File: src/rtl/axi4l_arb_pkg.sv
// Shared types and constants for the AXI4-Lite two-requester master arbiter.
package axi4l_arb_pkg;

    typedef enum logic [2:0] {
        ST_IDLE    = 3'd0,
        ST_WR_ADDR = 3'd1,
        ST_WR_RESP = 3'd2,
        ST_RD_ADDR = 3'd3,
        ST_RD_DATA = 3'd4,
        ST_ERR_RSP = 3'd5
    } arb_state_t;

    localparam logic [1:0] RESP_OKAY   = 2'b00;
    localparam logic [1:0] RESP_SLVERR = 2'b10;
    localparam logic [1:0] RESP_DECERR = 2'b11;

    // Field widths of the latched command; these bound the widest bus the arbiter supports.
    localparam int ARB_ADDR_W = 32;
    localparam int ARB_DATA_W = 32;
    localparam int ARB_STRB_W = ARB_DATA_W / 8;

    typedef struct packed {
        logic                  write;
        logic [ARB_ADDR_W-1:0] addr;
        logic [ARB_DATA_W-1:0] wdata;
        logic [ARB_STRB_W-1:0] wstrb;
    } arb_cmd_t;

    // A command is rejected locally if it is not word aligned or is a write with no lanes enabled.
    function automatic logic cmd_illegal(input logic write, input logic [1:0] addr_lsb,
                                         input logic strb_zero);
        return (addr_lsb != 2'b00) || (write && strb_zero);
    endfunction

endpackage

File: src/rtl/rr_arbiter_2.sv
// Two-way round-robin arbiter; the pointer names the requester that currently has priority.
module rr_arbiter_2 (
    input  logic       clk,
    input  logic       rst,
    input  logic [1:0] req,
    input  logic       advance,
    output logic [1:0] grant
);

    logic r_ptr;

    // Priority requester wins if it is asking, otherwise the other one.
    always_comb begin
        grant = 2'b00;
        if (!r_ptr) begin
            if (req[0])      grant = 2'b01;
            else if (req[1]) grant = 2'b10;
        end else begin
            if (req[1])      grant = 2'b10;
            else if (req[0]) grant = 2'b01;
        end
    end

    // After a grant, priority passes to the requester that was not served.
    always_ff @(posedge clk or posedge rst) begin
        if (rst)                     r_ptr <= 1'b0;
        else if (advance && |grant)  r_ptr <= grant[0];
    end

endmodule

File: src/rtl/axi4l_master_arbiter.sv
// Shares one AXI4-Lite master port between two command requesters, one transaction at a time.
// Build option: define AXI4L_ARB_TIMEOUT_EN to abort a response wait after TIMEOUT_CYCLES
// cycles with a DECERR response; otherwise the response phase waits indefinitely.
module axi4l_master_arbiter
    import axi4l_arb_pkg::*;
#(
    parameter int ADDR_WIDTH     = ARB_ADDR_W,
    parameter int DATA_WIDTH     = ARB_DATA_W,
    parameter int TIMEOUT_CYCLES = 256
) (
    input  logic                      clk,
    input  logic                      rst,
    input  logic [1:0]                req_valid,
    output logic [1:0]                req_ready,
    input  logic [1:0]                req_write,
    input  logic [2*ADDR_WIDTH-1:0]   req_addr,
    input  logic [2*DATA_WIDTH-1:0]   req_wdata,
    input  logic [2*DATA_WIDTH/8-1:0] req_wstrb,
    output logic [1:0]                rsp_valid,
    output logic [DATA_WIDTH-1:0]     rsp_rdata,
    output logic [1:0]                rsp_resp,
    output logic [ADDR_WIDTH-1:0]     AWADDR,
    output logic                      AWVALID,
    input  logic                      AWREADY,
    output logic [DATA_WIDTH-1:0]     WDATA,
    output logic [DATA_WIDTH/8-1:0]   WSTRB,
    output logic                      WVALID,
    input  logic                      WREADY,
    input  logic [1:0]                BRESP,
    input  logic                      BVALID,
    output logic                      BREADY,
    output logic [ADDR_WIDTH-1:0]     ARADDR,
    output logic                      ARVALID,
    input  logic                      ARREADY,
    input  logic [DATA_WIDTH-1:0]     RDATA,
    input  logic [1:0]                RRESP,
    input  logic                      RVALID,
    output logic                      RREADY
);

    localparam int STRB_WIDTH = DATA_WIDTH / 8;

    arb_state_t              r_state, w_state_nxt;
    arb_cmd_t                r_cmd, w_cmd_sel;
    logic [1:0]              w_grant;
    logic                    w_advance;
    logic                    w_sel_write;
    logic [ADDR_WIDTH-1:0]   w_sel_addr;
    logic [DATA_WIDTH-1:0]   w_sel_wdata;
    logic [STRB_WIDTH-1:0]   w_sel_wstrb;
    logic                    w_illegal;
    logic [1:0]              r_owner;
    logic                    r_aw_done, r_w_done;
    logic                    w_rsp_set;
    logic [1:0]              w_rsp_resp;
    logic [DATA_WIDTH-1:0]   w_rsp_rdata;
    logic [1:0]              r_rsp_onehot, r_rsp_resp;
    logic [DATA_WIDTH-1:0]   r_rsp_rdata;
    logic                    w_timeout;

    assign w_advance = (r_state == ST_IDLE);

    rr_arbiter_2 u_rr (
        .clk     (clk),
        .rst     (rst),
        .req     (req_valid),
        .advance (w_advance),
        .grant   (w_grant)
    );

    assign w_sel_write = w_grant[1] ? req_write[1] : req_write[0];
    assign w_sel_addr  = w_grant[1] ? req_addr[2*ADDR_WIDTH-1:ADDR_WIDTH] : req_addr[ADDR_WIDTH-1:0];
    assign w_sel_wdata = w_grant[1] ? req_wdata[2*DATA_WIDTH-1:DATA_WIDTH] : req_wdata[DATA_WIDTH-1:0];
    assign w_sel_wstrb = w_grant[1] ? req_wstrb[2*STRB_WIDTH-1:STRB_WIDTH] : req_wstrb[STRB_WIDTH-1:0];
    assign w_illegal   = cmd_illegal(w_sel_write, w_sel_addr[1:0], w_sel_wstrb == '0);

    // Pack the granted requester's command for latching.
    always_comb begin
        w_cmd_sel       = '0;
        w_cmd_sel.write = w_sel_write;
        w_cmd_sel.addr  = ARB_ADDR_W'(w_sel_addr);
        w_cmd_sel.wdata = ARB_DATA_W'(w_sel_wdata);
        w_cmd_sel.wstrb = ARB_STRB_W'(w_sel_wstrb);
    end

    assign AWADDR    = r_cmd.addr[ADDR_WIDTH-1:0];
    assign ARADDR    = r_cmd.addr[ADDR_WIDTH-1:0];
    assign WDATA     = r_cmd.wdata[DATA_WIDTH-1:0];
    assign WSTRB     = r_cmd.wstrb[STRB_WIDTH-1:0];
    assign rsp_valid = r_rsp_onehot;
    assign rsp_resp  = r_rsp_resp;
    assign rsp_rdata = r_rsp_rdata;

`ifdef AXI4L_ARB_TIMEOUT_EN
    localparam int                 TIMER_W    = $clog2(TIMEOUT_CYCLES) + 1;
    localparam logic [TIMER_W-1:0] TIMER_INIT = TIMER_W'(TIMEOUT_CYCLES - 1);
    logic [TIMER_W-1:0] r_timer;

    // Down-counter armed outside the response waits, expiring at zero inside them.
    always_ff @(posedge clk or posedge rst) begin
        if (rst)
            r_timer <= TIMER_INIT;
        else if (r_state == ST_WR_RESP || r_state == ST_RD_DATA)
            r_timer <= r_timer - TIMER_W'(1);
        else
            r_timer <= TIMER_INIT;
    end

    assign w_timeout = (r_timer == '0);
`else
    assign w_timeout = 1'b0;
`endif

    // State register.
    always_ff @(posedge clk or posedge rst) begin
        if (rst) r_state <= ST_IDLE;
        else     r_state <= w_state_nxt;
    end

    // Next-state, bus handshake outputs and response capture request.
    always_comb begin
        w_state_nxt = r_state;
        req_ready   = 2'b00;
        AWVALID     = 1'b0;
        WVALID      = 1'b0;
        BREADY      = 1'b0;
        ARVALID     = 1'b0;
        RREADY      = 1'b0;
        w_rsp_set   = 1'b0;
        w_rsp_resp  = RESP_OKAY;
        w_rsp_rdata = '0;
        case (r_state)
            ST_IDLE: begin
                req_ready = w_grant;
                if (|w_grant) begin
                    if (w_illegal) begin
                        w_state_nxt = ST_ERR_RSP;
                        w_rsp_set   = 1'b1;
                        w_rsp_resp  = RESP_SLVERR;
                    end else if (w_sel_write) begin
                        w_state_nxt = ST_WR_ADDR;
                    end else begin
                        w_state_nxt = ST_RD_ADDR;
                    end
                end
            end
            ST_WR_ADDR: begin
                AWVALID = !r_aw_done;
                WVALID  = !r_w_done;
                if ((r_aw_done || AWREADY) && (r_w_done || WREADY))
                    w_state_nxt = ST_WR_RESP;
            end
            ST_WR_RESP: begin
                BREADY = 1'b1;
                if (BVALID) begin
                    w_state_nxt = ST_IDLE;
                    w_rsp_set   = 1'b1;
                    w_rsp_resp  = BRESP;
                end else if (w_timeout) begin
                    w_state_nxt = ST_IDLE;
                    w_rsp_set   = 1'b1;
                    w_rsp_resp  = RESP_DECERR;
                end
            end
            ST_RD_ADDR: begin
                ARVALID = 1'b1;
                if (ARREADY) w_state_nxt = ST_RD_DATA;
            end
            ST_RD_DATA: begin
                RREADY = 1'b1;
                if (RVALID) begin
                    w_state_nxt = ST_IDLE;
                    w_rsp_set   = 1'b1;
                    w_rsp_resp  = RRESP;
                    w_rsp_rdata = RDATA;
                end else if (w_timeout) begin
                    w_state_nxt = ST_IDLE;
                    w_rsp_set   = 1'b1;
                    w_rsp_resp  = RESP_DECERR;
                end
            end
            ST_ERR_RSP: w_state_nxt = ST_IDLE;
            default:    w_state_nxt = ST_IDLE;
        endcase
    end

    // Command latch, per-channel handshake tracking and registered one-cycle response.
    always_ff @(posedge clk or posedge rst) begin
        if (rst) begin
            r_cmd        <= '0;
            r_owner      <= 2'b00;
            r_aw_done    <= 1'b0;
            r_w_done     <= 1'b0;
            r_rsp_onehot <= 2'b00;
            r_rsp_resp   <= RESP_OKAY;
            r_rsp_rdata  <= '0;
        end else begin
            if (r_state == ST_IDLE && |w_grant) begin
                r_cmd   <= w_cmd_sel;
                r_owner <= w_grant;
            end
            r_aw_done    <= (r_state == ST_WR_ADDR) && (r_aw_done || AWREADY);
            r_w_done     <= (r_state == ST_WR_ADDR) && (r_w_done || WREADY);
            r_rsp_onehot <= w_rsp_set ? ((r_state == ST_IDLE) ? w_grant : r_owner) : 2'b00;
            r_rsp_resp   <= w_rsp_resp;
            r_rsp_rdata  <= w_rsp_rdata;
        end
    end

endmodule
File: config.mk
export PLATFORM = sky130hd
export DESIGN_NAME = axi4l_master_arbiter
export DESIGN_NICKNAME = d
export VERILOG_FILES = /design/src/rtl/axi4l_arb_pkg.sv /design/src/rtl/rr_arbiter_2.sv /design/src/rtl/axi4l_master_arbiter.sv
export SDC_FILE = /design/constraint.sdc
export NUM_CORES = 1
export LEC_CHECK = 0
export ABC_CLOCK_PERIOD_IN_PS = 4590
export CAP_MARGIN = 40
export CORE_AREA = 2 2 127 129
export CTS_BUF_LIST = sky130_fd_sc_hd__clkbuf_8
export CTS_CLUSTER_SIZE = 14
export DETAILED_ROUTE_END_ITERATION = 16
export DIE_AREA = 0 0 129 131
export GPL_TIMING_DRIVEN = 0
export HOLD_SLACK_MARGIN = 0.15
export PLACE_DENSITY = 0.7
export SLEW_MARGIN = 20
export SYNTH_ARGS = -nofsm -noshare
export SYNTH_HDL_FRONTEND = slang
export SYNTH_SLANG_ARGS = --single-unit
File: constraint.sdc
create_clock -name clk -period 4.59 [get_ports clk]
set_input_delay 0.6885 -clock clk [delete_from_list [all_inputs] [get_ports clk]]
set_output_delay 0.6885 -clock clk [all_outputs]
set_load 0.02 [all_outputs]
== Word level (Yosys, flattened, before mapping) ==
Index checks and enable logic that the tools add are counted.
Cells by class
  eq/ne operators: 9
  multiplexer cells: 37
  reductions and logical operators: 15
Operators with widths (count)
  32-bit two-way mux: 4
  2-bit two-way mux: 12
  3-bit two-way mux: 6
  3-bit one-hot mux with 5 select lines: 1
  1-bit two-way mux: 11
  2-bit inequality test (second input constant): 5
  3-bit by 2-bit == test with 1-bit output (second input constant): 2
  2-bit one-hot mux with 3 select lines: 1
  1-bit logical AND: 5
  5-bit AND reduction: 1
  4-bit zero test: 1
  4-bit two-way mux: 1
  3-bit by 1-bit == test with 1-bit output (second input constant): 1
  3-bit == test (second input constant): 1
  3-bit zero test: 1
  1-bit logical OR: 3
  1-bit one-hot mux with 3 select lines: 1
  1-bit zero test: 2
  2-bit nonzero test: 1
  2-bit OR reduction: 1
Word-level totals
  register bits: 112
  bits of input ports: 183
  word-level logic and storage cells: 72

== Logic depth before layout (Yosys ltp) ==
  depth after elaboration: 11
  mapped depth: 8
  depth with buffers taken out: 6

== Modules after synthesis ==
From an unflattened synthesis, not the netlist that was laid out.
Second synthesis, totals
  cells, all modules: 472
  area, all modules: 5066.1 sq um
Modules (own cells, without submodules)
  axi4l_master_arbiter: times used 1, cells an instance 465, area each 5007.3 sq um, seq. area each 2777.7 sq um
  rr_arbiter_2: times used 1, cells an instance 7, area each 58.8 sq um, seq. area each 25.0 sq um

== Worst setup path before layout ==
Ideal clock, no wire load.
  kind: in2out
  from: input port req_valid[1]
  to: output port req_ready[1]
  arrival: 1.250 ns
  required time: 3.902 ns
  slack: 2.651 ns
  stages on the path: 2
  buffers on the path: 1
  path through: clkbuf_1 -> and3_1
Between the ends
  longest elaborated chain between the ends: 4
  elaborated cells on any way between the ends: 5
  classes of those cells: 5 x mux
RTL lines
  start: declaration: RTL line axi4l_master_arbiter.sv:13  | input logic [1:0] req_valid,
  2-bit two-way mux: RTL line rr_arbiter_2.sv:17  | else if (req[1]) grant = 2'b10;
  2-bit two-way mux: RTL line rr_arbiter_2.sv:16  | if (req[0]) grant = 2'b01;
  2-bit two-way mux (*): RTL line rr_arbiter_2.sv:15  | if (!r_ptr) begin
  2-bit two-way mux (*): RTL line axi4l_master_arbiter.sv:132  | case (r_state)
  end: declaration: RTL line axi4l_master_arbiter.sv:14  | output logic [1:0] req_ready,
Mark *: on every way between the ends. The rest lies on a longest branch, timed or not.

== Worst setup path after layout ==
  from: register r_state[0]
  to: output port RREADY
Between the ends
  longest elaborated chain between the ends: 2
RTL lines
  start: declaration: RTL line axi4l_master_arbiter.sv:43  | arb_state_t r_state, w_state_nxt;
  start signal: assignment: RTL line axi4l_master_arbiter.sv:117  | else r_state <= w_state_nxt;
  3-bit == test: RTL line axi4l_master_arbiter.sv:132
  1-bit two-way mux: RTL line axi4l_master_arbiter.sv:132
  end: declaration: RTL line axi4l_master_arbiter.sv:38  | output logic RREADY
No other way between the ends.

==> impl_results.md <==
* Antenna Nets Post-Route at 0
* Fin crit share at 64.2%
* Post-CTS setup buffer count at 0
* Initial antenna violation count at 0
* Area delta synth->final at 75.4%
* Ant. Diodes at 0
* R2r endpoint: WDATA[26]
* Largest net degree at the start of global routing at 61
* CTS Sinks at 111
* Total Die Area at 0.0169 sq mm
* Critical path class: reg -> out
* Longest Clk Path Bufs at 2
* Min-Delay Path Class: reg -> reg
* Initial core utilization at 32.1%
* Rel. slew slack at 66.5%
* Drt wl/cell at 17.0 um
* Distinct cell type count after synthesis at 34
* Die Y at 131 um
* Final Hold Vio Count at 0
* Number of global-route vias before repair at 4831
* GRT Overall Usage at 20.2%
* Drt pass-1 iters at 4
* Critical Path AT at 2.26 ns
* Fraction of layout cells with a size suffix above 1 at 7.93%
* Seq/Total Area, Yosys at 55.5%
* Syn_area_per_cell at 10.7 sq um
* Port Buffers at 324
* Ports at 326
* Synth Instances at 466
* Post-Place Cells at 1007
* Hold Crit Depth at 2
* Worst endpoint required time at 3.90 ns
* WHS Endpoint: WDATA[6]
* Area contributors post-synth: dfrtp_1, mux2i_1, o21ai_0
* Final global-route overflow total at 0
* Pwr Density at 588 mW/mm^2
* Mapped cell area at 0.00500 sq mm
* Reg clk slew, reported paths at 0.11 ns
* First-pass GRT wire length at 26.1 mm
* Post-CTS Hold Fix Bufs at 0
* RSZ-0062 raised after global routing: no
* Max-Cap Viols at 0
* GP Congestion at 0.800
* Layout Nets at 985
* Crit path time final at 2.95 ns
* Most common cell after layout, fill and taps aside: clkdlybuf4s50_1
* Core ar. at 0.0156 sq mm
* Post-route insts no fill at 1023
* Htree depth at 3
* Leak at 4.09 nW
* CTS buffer count at 9
* Post-route cell area at 0.00878 sq mm
* Total number of yosys warnings at 0
* Worst Reg2Reg Path Length in Cells at 6
* Synth area leader: dfrtp_1
* Critical hold path startpoint: WDATA[6]
* Endpoint class of the critical path: primary output
* Worst-margin pin slew at 0.503 ns
* Clock Latency Late Sink at 0.38 ns
* RR Startpoint: r_owner[0]
* DRC Markers at 0
* Clock root buffer: clkbuf_8
* Hpwl dp at 14.1 mm
* Via density per instance at 4.59
* Skew final at 0.00883 ns
* R2R setup slack at 2.78 ns
* WL final at 17.4 mm
* Max Clock Freq at 339 MHz
* Post-CTS resize count at 0
* Commonest non-fill, non-tap cells in the layout: clkdlybuf4s50_1, dfrtp_1, nand2_1
* Worst ir drop on vdd at 0.000213 V
* Slew Limit Fails at 0
* Outcome: finished clean
* Endpoints failing setup at 0
* Post-place instance area at 0.00855 sq mm
* Die W at 129 um
* Total number of vias at 4699
* Top cell type's share of synthesized area at 55.5%
* Row count at 46
* Startpoint Class: register
* #FFs+latches synth at 111
* CTS tree: built
* Syn Nets at 649
* Initial DRC count at 164
* Max FO, Critical Path at 10
state kept, by name, summed over array words and instances, names as in the netlist:
register / count
rsp_rdata: 32
rsp_valid: 2
ARADDR: 32
r_owner: 2
r_state: 3
r_w_done: 1
rsp_resp: 2
r_aw_done: 1
WSTRB: 4
WDATA: 32
worst max-delay path, stage by stage (launching register included):
cell and delay, ns:
dfrtp_1 0.39, buf_6 0.14, nor2_1 0.10, nand2_1 0.07, inv_1 0.17, clkbuf_1 0.32
clkdlybuf4s50_1 0.68
cell type report:
type                            instances  area [sq um]
Fill cell                            1386          6820
Clock inverter                          6          92.6
Sequential cell                       111          2780
Inverter                                5          23.8
Clock buffer                           10           138
Timing Repair Buffer                  325          3270
Buffer                                 62           419
Tap cell                              216           270
Multi-Input combinational cell        288          1790
report_power, final:
group / switching (mW) / internal [mW] / leakage (nW)
clock network: 0.348 / 0.325 / 0.109
logic: 1.49 / 1.43 / 2.55
registers: 0.233 / 1.34 / 1.43
total: 2.07 / 3.09 / 4.09
cells in the mapped netlist, drive strengths merged:
cell type	instances
dfrtp	111
nand2	76
o21ai	70
mux2i	68
buf	44
and3	34
clkbuf	18
nor2	9
a21oi	5
inv	5
a211oi	3
and2	3
nor3	3
nor4	2
a2111oi	1
a21o	1
a221o	1
a22o	1
a22oi	1
a31oi	1
nand2b	1
nand3b	1
nor3b	1
o211ai	1
o21bai	1
o221ai	1
o22a	1
o2bb2ai	1
or3	1
stage by stage:
stage                     utilization (%)  power (mW)  setup slack, ns  hold slack [ns]  TNS (ns)
after global placement               54.6        4.48           -0.695            0.462    -76.41
final                                56.3        5.16             1.64            0.491         0
after detailed placement             54.8        4.55             1.68            0.469         0
after global routing                 56.3        5.48             1.46            0.507         0
after CTS                            56.3        5.23             1.60            0.493         0
after floorplan                         -        3.08            0.971            0.450         0
per-layer routing:
layer  global-route usage [%]  part of all wire (%)
met1                     23.4                    39
met2                     35.6                    51
met3                     6.39                   8.6
met4                     7.16                   2.0
met5                        0                     0
worst max-delay path by stage:
stage | from | endpoint | depth (start not counted)
CTS | r_state[0] | RREADY | 6
floorplan | rst | ARADDR[0] | 1
finish | r_state[0] | RREADY | 6
global placement | rst | rsp_rdata[22] | 2
global route | r_state[0] | RREADY | 6
detailed placement | req_valid[0] | req_ready[1] | 4
kinds of logic (layout without fill, tap and decap cells):
logic type	after synthesis	in the layout	synth area share (%)
compound gates	89	89	9.83
buf+inv	67	408	8.75
flops	111	111	55.5
mux	68	68	13.6
simple gates	131	131	12.3
Power figures use the tool's default switching activity.
